**config.mk**
```make
export PLATFORM = sky130hd
export DESIGN_NAME = output_display
export DESIGN_NICKNAME = d
export VERILOG_FILES = /design/src/rtl/output_display.sv
export SDC_FILE = /design/constraint.sdc
export NUM_CORES = 1
export LEC_CHECK = 0
export ABC_AREA = 1
export ABC_CLOCK_PERIOD_IN_PS = 1800
export BUFFER_PORTS_ARGS = -buffer_cell sky130_fd_sc_hd__buf_4
export CAP_MARGIN = 20
export CORE_MARGIN = 10
export CORE_UTILIZATION = 35
export DETAILED_ROUTE_END_ITERATION = 7
export PLACE_DENSITY = 0.62
export RECOVER_POWER = 25
export SETUP_SLACK_MARGIN = 0.1
export SLEW_MARGIN = 20
export SYNTH_ARGS = -nofsm -noshare
export SYNTH_HDL_FRONTEND = slang
export SYNTH_SLANG_ARGS = --single-unit
export TNS_END_PERCENT = 20
```
**constraint.sdc**
```tcl
create_clock -name clock -period 1.8 [get_ports clock]
set_clock_uncertainty 0.05 [all_clocks]
set_input_delay 0.27 -clock clock [delete_from_list [all_inputs] [get_ports clock]]
set_output_delay 0.27 -clock clock [all_outputs]
set_load 0.1 [all_outputs]
```
**src/rtl/output_display.sv**
```systemverilog
// output_display: output register and decimal display reader for the shared bus.
// A load captures the bus byte. A sequential shift-add-3 engine then converts it
// to BCD over 8 cycles. The result is time-multiplexed onto a 4-digit display.
//
// Ports:
//   clock        system clock, rising edge
//   reset_btn    asynchronous active-low reset
//   bus[7:0]     shared data bus, sampled when load is high
//   load         output-register load strobe
//   signed_mode  1 = captured byte is two's complement (sampled with load)
//   out_value    raw captured byte
//   busy         conversion in progress
//   NEG          displayed value is negative
//   SS_Out[6:0]  active-low segments {g,f,e,d,c,b,a} (combinational decode)
//   SS_Sel[3:0]  active-low one-hot digit select, bit 0 = ones (combinational decode)
//
// Build option: define OUTPUT_DISPLAY_BLANK_EN to enable leading-zero blanking
// of the hundreds and tens digits.

module output_display #(
  parameter int unsigned REFRESH_DIV = 50000
) (
  input  logic       clock,
  input  logic       reset_btn,
  input  logic [7:0] bus,
  input  logic       load,
  input  logic       signed_mode,
  output logic [7:0] out_value,
  output logic       busy,
  output logic       NEG,
  output logic [6:0] SS_Out,
  output logic [3:0] SS_Sel
);

  localparam int unsigned DATA_W = 8;
  localparam int unsigned BCD_W  = 12;
  localparam int unsigned CNT_W  = $clog2(REFRESH_DIV);
  localparam int unsigned SHF_W  = 4;

  localparam logic [6:0] SEG_BLANK = 7'b1111111;
  localparam logic [6:0] SEG_MINUS = 7'b0111111;

  typedef enum logic [0:0] {
    IDLE = 1'b0,
    CONV = 1'b1
  } state_e;

  state_e state_q, state_d;

  logic [DATA_W-1:0] out_value_q, out_value_d;
  logic              sign_q, sign_d;
  logic [DATA_W-1:0] mag_q, mag_d;
  logic [BCD_W-1:0]  bcd_q, bcd_d;
  logic [SHF_W-1:0]  shift_cnt_q, shift_cnt_d;
  logic [3:0]        disp_hun_q, disp_hun_d;
  logic [3:0]        disp_ten_q, disp_ten_d;
  logic [3:0]        disp_one_q, disp_one_d;
  logic              neg_q, neg_d;
  logic [CNT_W-1:0]  scan_cnt_q, scan_cnt_d;
  logic [1:0]        dig_idx_q, dig_idx_d;

  logic capture_c;
  logic shift_c;
  logic commit_c;

  logic [BCD_W-1:0]        bcd_adj;
  logic [BCD_W+DATA_W-1:0] shifted;

  // State register
  always_ff @(posedge clock or negedge reset_btn) begin
    if (!reset_btn) begin
      state_q <= IDLE;
    end else begin
      state_q <= state_d;
    end
  end

  // Next state: a load always (re)starts, the 8th shift finishes
  always_comb begin
    state_d = state_q;
    if (load) begin
      state_d = CONV;
    end else if (state_q == CONV && shift_cnt_q == SHF_W'(7)) begin
      state_d = IDLE;
    end
  end

  // FSM control outputs
  always_comb begin
    capture_c = 1'b0;
    shift_c   = 1'b0;
    commit_c  = 1'b0;
    if (load) begin
      capture_c = 1'b1;
    end else if (state_q == CONV) begin
      shift_c  = 1'b1;
      commit_c = (shift_cnt_q == SHF_W'(7));
    end
  end

  // Double-dabble step: add 3 to nibbles >= 5, then shift {bcd, mag} left
  always_comb begin
    bcd_adj = bcd_q;
    for (int i = 0; i < 3; i++) begin
      if (bcd_q[i*4 +: 4] >= 4'd5) begin
        bcd_adj[i*4 +: 4] = bcd_q[i*4 +: 4] + 4'd3;
      end
    end
    shifted = {bcd_adj, mag_q} << 1;
  end

  // Datapath next-state
  always_comb begin
    out_value_d = out_value_q;
    sign_d      = sign_q;
    mag_d       = mag_q;
    bcd_d       = bcd_q;
    shift_cnt_d = shift_cnt_q;
    disp_hun_d  = disp_hun_q;
    disp_ten_d  = disp_ten_q;
    disp_one_d  = disp_one_q;
    neg_d       = neg_q;
    if (capture_c) begin
      out_value_d = bus;
      sign_d      = signed_mode & bus[7];
      mag_d       = (signed_mode & bus[7]) ? DATA_W'(~bus + 8'd1) : bus;
      bcd_d       = '0;
      shift_cnt_d = '0;
    end else if (shift_c) begin
      bcd_d       = shifted[BCD_W+DATA_W-1:DATA_W];
      mag_d       = shifted[DATA_W-1:0];
      shift_cnt_d = shift_cnt_q + SHF_W'(1);
      // Display only ever takes a finished result
      if (commit_c) begin
        disp_hun_d = shifted[19:16];
        disp_ten_d = shifted[15:12];
        disp_one_d = shifted[11:8];
        neg_d      = sign_q;
      end
    end
  end

  // Free-running digit scan
  always_comb begin
    scan_cnt_d = scan_cnt_q + CNT_W'(1);
    dig_idx_d  = dig_idx_q;
    if (scan_cnt_q == CNT_W'(REFRESH_DIV - 1)) begin
      scan_cnt_d = '0;
      dig_idx_d  = dig_idx_q + 2'd1;
    end
  end

  // Datapath and scan registers
  always_ff @(posedge clock or negedge reset_btn) begin
    if (!reset_btn) begin
      out_value_q <= '0;
      sign_q      <= 1'b0;
      mag_q       <= '0;
      bcd_q       <= '0;
      shift_cnt_q <= '0;
      disp_hun_q  <= '0;
      disp_ten_q  <= '0;
      disp_one_q  <= '0;
      neg_q       <= 1'b0;
      scan_cnt_q  <= '0;
      dig_idx_q   <= '0;
    end else begin
      out_value_q <= out_value_d;
      sign_q      <= sign_d;
      mag_q       <= mag_d;
      bcd_q       <= bcd_d;
      shift_cnt_q <= shift_cnt_d;
      disp_hun_q  <= disp_hun_d;
      disp_ten_q  <= disp_ten_d;
      disp_one_q  <= disp_one_d;
      neg_q       <= neg_d;
      scan_cnt_q  <= scan_cnt_d;
      dig_idx_q   <= dig_idx_d;
    end
  end

  function automatic logic [6:0] seg7(input logic [3:0] d);
    logic [6:0] s;
    case (d)
      4'd0:    s = 7'b1000000;
      4'd1:    s = 7'b1111001;
      4'd2:    s = 7'b0100100;
      4'd3:    s = 7'b0110000;
      4'd4:    s = 7'b0011001;
      4'd5:    s = 7'b0010010;
      4'd6:    s = 7'b0000010;
      4'd7:    s = 7'b1111000;
      4'd8:    s = 7'b0000000;
      4'd9:    s = 7'b0010000;
      default: s = SEG_BLANK;
    endcase
    return s;
  endfunction

  logic hun_blank;
  logic ten_blank;

`ifdef OUTPUT_DISPLAY_BLANK_EN
  assign hun_blank = (disp_hun_q == 4'd0);
  assign ten_blank = (disp_hun_q == 4'd0) && (disp_ten_q == 4'd0);
`else
  assign hun_blank = 1'b0;
  assign ten_blank = 1'b0;
`endif

  // Segment / select decode of the registered digit index
  always_comb begin
    SS_Out = SEG_BLANK;
    case (dig_idx_q)
      2'd0: SS_Out = seg7(disp_one_q);
      2'd1: SS_Out = ten_blank ? SEG_BLANK : seg7(disp_ten_q);
      2'd2: SS_Out = hun_blank ? SEG_BLANK : seg7(disp_hun_q);
      2'd3: SS_Out = neg_q ? SEG_MINUS : SEG_BLANK;
      default: SS_Out = SEG_BLANK;
    endcase
  end

  assign SS_Sel    = ~(4'b0001 << dig_idx_q);
  assign out_value = out_value_q;
  assign busy      = (state_q == CONV);
  assign NEG       = neg_q;

endmodule
```
==> impl_metrics.ini, run 1 <==
[placed_design]
buffer_ports.inserted = 32
place.gp.congestion = 0.899
dpl.hpwl_um = 6660

[global_route]
grt_antenna_before_repair = 0
largest_net_degree_at_the_start_of_global_routing = 52
first_global_vias = 3539
grt-ovfl-total = 0
grt_usage_pct = 11.5
global_route_wire_length_before_repair_um = 15800

[outcome]
failed_checks = negative setup slack
outcome = finished, violations left

[clock_network]
cts_inserted_buffers = 9
clock-sinks = 65
clk_root_buffer_cell = sky130_fd_sc_hd__clkbuf_16
buffer_levels_on_the_longest_clock_path = 2
clkTransAtPathRegs_ps = 50
cts_tree = done
cts_htree_levels = 3
clock_insertion_delay_worst_skew_ps = 330

[worst_setup_path]
cpLargestDelayFamily = buffers and inverters
crit_path_start_kind = flip-flop
cp_data_required_time_ps = 1480
worst_ep_arrival_time_ps = 1830
critical_path.max_fanout = 6
cp_cell_sequence = inv_2 > ha_2 > buf_4 > nor2_4 > nand3_1 > nand2_2 > clkinvlp_4 > buf_12
criticalPathCategory = reg2out
timing.critical_path.to_type = output port
cp_num_buf_inv = 4
timing.critical_path.slowest_stage_cell = sky130_fd_sc_hd__dfrtp_2
critical-path-max-stage-delay_ps = 410

[sta]
setup_viol = 9
timing.fmax_mhz = 465
max_slew.worst_pin.slew_ps = 862
layout_min_cycle_time_ps = 2150
finalHoldViolCount = 0
drv_slew = 0
worst_hold_slack_across_all_endpoints_ps = 145
finalSetupTns_ps = -2370
final_critical_path_setup_slack_ps = -348
worst_slew_margin_rel_pct = 42.5
timing.final.crit_share_pct = 119
rsz0062_at_grt = true

[route]
drtAntennaViolNets = 0
totalWireLength_um = 8800
drt_drc_violations_left = 0
detail_route.vias_per_cell = 4.63
drt_iter0_drc = 183
routed_wire_per_std_cell_um = 11.5
vias = 3526
dr.pass1.iters = 4

[finish]
post_route_cells_drive_above_1_share_pct = 22.1
final_common_cell = sky130_fd_sc_hd__nand2_1
syn2layout_area_growth_pct = 28.8
layout.core_utilization_pct = 45.9
insertedDiodeCount = 0
nets = 657
most-common-layout-cells = 160 x sky130_fd_sc_hd__nand2_1, 71 x sky130_fd_sc_hd__inv_1, 64 x sky130_fd_sc_hd__dfrtp_1

[synthesis]
ys_dominant_reg_cell = sky130_fd_sc_hd__dfrtp_1
synthDistinctLibCells = 31
syn-instance-count = 549
yosys_warnings = 0
synth.net_count = 592
synth_enable_flop_cells = 0
ys_ff_latch = 65
avgSynthCellArea_um2 = 7.38
synth.yosys.seq_area_share_pct = 40.1
synth_area_mm2 = 0.00405
synthArstFlopShare_pct = 100

[floorplanning]
die_h_um = 128
design.core.area_mm2 = 0.0114
floorplan.initialDensity_pct = 35.6
die_width_um = 128
ioPinCount = 33
std_cell_rows = 39
fp.dieArea_mm2 = 0.0163

[power]
power_density_mw_per_mm2 = 761
total_power_w = 0.00397
static-leakage-power_nw = 2.58
vdd.ir_drop.worst_mv = 0.592

[worst_hold_path]
hold_path_class = in2reg

[run]
maxCapViolations = 0
## synthesized netlist by cell type (all sizes together) (2+ instances only)
cell	number	area share (%)
o22ai	8	1.2
ha	31	9.6
o221ai	2	0.43
dfrtp	65	40
nand3	40	4.9
o21bai	3	0.56
inv	93	8.6
a21oi	10	1.2
nand2	176	17
o211ai	3	0.56
o21ai	42	5.4
nor3	3	0.37
nor2	44	4.6
buf	8	1.5
nand4	6	1.3
xor2	9	1.9
## worst paths after layout
check | from | to | slack [ps] | cells after the start
max | dig_idx_q[1] | SS_Out[1] | -350 | 8
min | bus[7] | out_value[7] | 140 | 3
max reg2reg | scan_cnt_q[0] | dig_idx_q[1] | 270 | 9
min reg2reg | scan_cnt_q[0] | scan_cnt_q[0] | 430 | 1
max in group asynchronous | reset_btn | dig_idx_q[1] | 230 | 3
min in group asynchronous | reset_btn | out_value[1] | 520 | 2
## metrics by stage
step	cell area, um2	std cells	worst slack [ps]
2_1_floorplan	4140	549	-494
3_3_place_gp	4710	742	-69.4
3_5_place_dp	4710	742	-86.1
4_1_cts	5170	761	-343
5_1_grt	5220	762	-460
6_report	5220	762	-348
## area by class of cell
class                   instances  area, um2
clock buffers                  10        239
clock inverters                 6       57.6
fillers                      1115       6150
inverters                      94        392
multi-input cells             381       2130
flip-flops and latches         65       1630
well taps                     143        179
repair buffers                 63        592
## kinds of logic after synthesis
| kind of cell | Yosys count | synth area share, % |
|---|---|---|
| compound gates | 71 | 9.98 |
| xor+xnor | 9 | 1.95 |
| fa+ha+maj | 31 | 9.57 |
| buf+inv | 103 | 10.4 |
| flops | 65 | 40.1 |
| simple gates | 270 | 27.9 |
## where the power goes
group | internal (W) | switching, W
Sequential | 0.00153 | 0.0000474
Combinational | 0.000201 | 0.000482
Clock | 0.00110 | 0.000617
## sequential cells by signal, summed over array words and instances (netlist names), 2 cells and up
signal       cells
bcd_q           12
dig_idx_q        2
disp_hun_q       4
disp_one_q       4
disp_ten_q       4
mag_q            8
out_value        8
scan_cnt_q      16
shift_cnt_q      4
## per-layer routing
| metal | global-route usage (%) | up-vias | share of wire (%) |
|---|---|---|---|
| li1 | - | 1859 | - |
| met1 | 14.6 | 1590 | 49 |
| met2 | 17.5 | 61 | 44 |
| met3 | 3.56 | 16 | 4.4 |
| met4 | 4.97 | 0 | 2.5 |
| met5 | 0 | - | 0 |
## what timing repair did
item                                   CTS  global route
buffers inserted                         2             1
setup endpoints to repair               11            14
pin swaps                                6             7
resized for setup                       40            18
gates cloned                             0             0
hold buffers                             1             0
endpoints found under the hold margin   14             0
## worst reg2reg max path: stages, from the launching register on
cell                       delay (ps)
sky130_fd_sc_hd__dfrtp_1          400
sky130_fd_sc_hd__ha_1             230
sky130_fd_sc_hd__nand2_2          120
sky130_fd_sc_hd__inv_2             50
sky130_fd_sc_hd__nand2_2           90
sky130_fd_sc_hd__nor2_2            60
sky130_fd_sc_hd__nand2_2          170
sky130_fd_sc_hd__clkinv_2         140
sky130_fd_sc_hd__nand2_1           80
sky130_fd_sc_hd__nand2_1           50
No activity file was read; power rests on OpenSTA's default activity.
==> run 2, diff against run 1 <==
--- a/config.mk
+++ b/config.mk
@@ -7,12 +7,12 @@
 export LEC_CHECK = 0
 export ABC_AREA = 1
 export ABC_CLOCK_PERIOD_IN_PS = 1800
-export BUFFER_PORTS_ARGS = -buffer_cell sky130_fd_sc_hd__buf_4
 export CAP_MARGIN = 20
 export CORE_MARGIN = 10
 export CORE_UTILIZATION = 35
 export DETAILED_ROUTE_END_ITERATION = 7
-export PLACE_DENSITY = 0.62
+export DONT_BUFFER_PORTS = 1
+export PLACE_DENSITY = 0.6
 export RECOVER_POWER = 25
 export SETUP_SLACK_MARGIN = 0.1
 export SLEW_MARGIN = 20
==> impl_metrics.ini, run 2 (synthesized netlist as in run 1, its figures left out) <==
[outcome]
outcome = finished, violations left
failed_checks = negative hold slack, negative setup slack

[sta]
finalSetupTns_ps = -2120
timing.final.crit_share_pct = 118
max_slew.worst_pin.slew_ps = 413
layout_min_cycle_time_ps = 2120
setup_viol = 7
worst_hold_slack_across_all_endpoints_ps = -402
timing.fmax_mhz = 471
worst_slew_margin_rel_pct = 72.2
drv_slew = 0
finalHoldViolCount = 65
final_critical_path_setup_slack_ps = -321
rsz0062_at_grt = true

[finish]
post_route_cells_drive_above_1_share_pct = 21.5
largest_registers = scan_cnt_q: 16 flops, bcd_q: 12 flops
layoutNonFillerInstCount = 739
most-common-layout-cells = 159 x sky130_fd_sc_hd__nand2_1, 69 x sky130_fd_sc_hd__inv_1, 62 x sky130_fd_sc_hd__dfrtp_1
largest-register = scan_cnt_q
layout.core_utilization_pct = 45.6
largest_register_ffs = 16
insertedDiodeCount = 0
syn2layout_area_growth_pct = 27.9
nets = 635
final_common_cell = sky130_fd_sc_hd__nand2_1

[clock_network]
buffer_levels_on_the_longest_clock_path = 2
cts_htree_levels = 3
clk_root_buffer_cell = sky130_fd_sc_hd__clkbuf_16
clkTransAtPathRegs_ps = 50
cts_tree = done
cts_inserted_buffers = 9
clock-sinks = 65
clock_insertion_delay_worst_skew_ps = 320

[worst_setup_path]
crit_path_start_kind = flip-flop
worst_ep_arrival_time_ps = 1800
criticalPathCategory = reg2out
ff_to_ff_path_depth = 6
setup.reg_to_reg.worst_slack_ps = 240
cp_data_required_time_ps = 1480
r2r_start = shift_cnt_q[0]
timing.critical_path.to_type = output port
critical_path.max_fanout = 6
regToRegEndpoint = disp_hun_q[2]

[global_route]
grt_antenna_before_repair = 0
largest_net_degree_at_the_start_of_global_routing = 66
grt_usage_pct = 11.0
first_global_vias = 3370
global_route_wire_length_before_repair_um = 15300
grt-ovfl-total = 0

[power]
vdd.ir_drop.worst_mv = 0.525
pwr-share-clk_pct = 45.1
seqPwrFrac_pct = 39.1
switching_power_w = 0.00107
internal_power_w = 0.00295
power_density_mw_per_mm2 = 776
power.share.combinational_pct = 15.8
static-leakage-power_nw = 2.53
switching_share_pct = 26.6

[floorplanning]
fp.dieArea_mm2 = 0.0163
design.core.area_mm2 = 0.0114
floorplan.initialDensity_pct = 35.6
die_width_um = 128
std_cell_rows = 39
die_h_um = 128
ioPinCount = 33

[placed_design]
worst_slack_placed_ps = -60.5
buffer_ports.inserted = 0
dpl.hpwl_um = 6600
placedCellCount = 714
place.gp.congestion = 0.873

[route]
drt_iter0_drc = 197
dr.pass1.iters = 4
detail_route.vias_per_cell = 4.70
routed_wire_per_std_cell_um = 12.0
vias = 3474
drtAntennaViolNets = 0
totalWireLength_um = 8860
drt_drc_violations_left = 0

[worst_hold_path]
hold_path_class = in2async

[run]
maxCapViolations = 0
-- run 2: worst max path at each step --
stage,end,cells after the start,from,slack (ps)
floorplan,SS_Out[0],8,dig_idx_q[0],-490
global placement,SS_Out[3],10,disp_hun_q[0],-20
detailed placement,SS_Out[3],10,disp_hun_q[0],-60
CTS,SS_Out[3],9,dig_idx_q[0],-320
global route,SS_Out[3],10,disp_ten_q[1],-410
finish,SS_Out[5],9,dig_idx_q[0],-320
-- run 2: power by group through the flow --
stage | Sequential [W] | Combinational [W] | Clock, W
final | 0.00157 | 0.000636 | 0.00181
after global routing | 0.00158 | 0.000686 | 0.00191
after CTS | 0.00157 | 0.000637 | 0.00186
after detailed placement | 0.00159 | 0.000627 | 0
after global placement | 0.00159 | 0.000622 | 0
after floorplan | 0.00171 | 0.000343 | 0
-- run 2: final cells by class --
class / instances / area, um2
fillers: 1084 / 6190
multi-input cells: 381 / 2210
flip-flops and latches: 65 / 1630
repair buffers: 41 / 452
inverters: 94 / 399
clock buffers: 12 / 246
well taps: 143 / 179
clock inverters: 3 / 65.1
-- run 2: layer usage --
metal  part of all wire [%]  global-route usage, %
met1                     47                   13.7
met2                     45                   17.8
met3                    7.0                   3.72
met4                   0.94                   3.18
met5                      0                      0
-- run 2: what timing repair did --
action,in CTS,in global routing
endpoints found under the setup margin,11,14
hold endpoints to repair,65,65
pin swaps,12,10
resized for setup,36,23
buffers inserted,8,2
-- run 2: worst max-delay path, cell delays in order (launching register included) --
cell and delay (ps):
sky130_fd_sc_hd__dfrtp_2 450, sky130_fd_sc_hd__inv_4 100, sky130_fd_sc_hd__ha_4 150, sky130_fd_sc_hd__clkinvlp_4 100
sky130_fd_sc_hd__a21oi_4 190, sky130_fd_sc_hd__nand2_1 100, sky130_fd_sc_hd__nand3_2 90, sky130_fd_sc_hd__nand2_2 70
sky130_fd_sc_hd__clkinvlp_4 80, sky130_fd_sc_hd__buf_12 160
-- run 2: metrics by stage --
stage                     total power [W]  hold WS [ps]  area, um2
after floorplan                   0.00206         -75.6       4140
after global placement            0.00221         -71.1       4590
after detailed placement          0.00222         -71.1       4590
after CTS                         0.00406          -419       5080
after global routing              0.00418          -419       5180
final                             0.00402          -402       5180
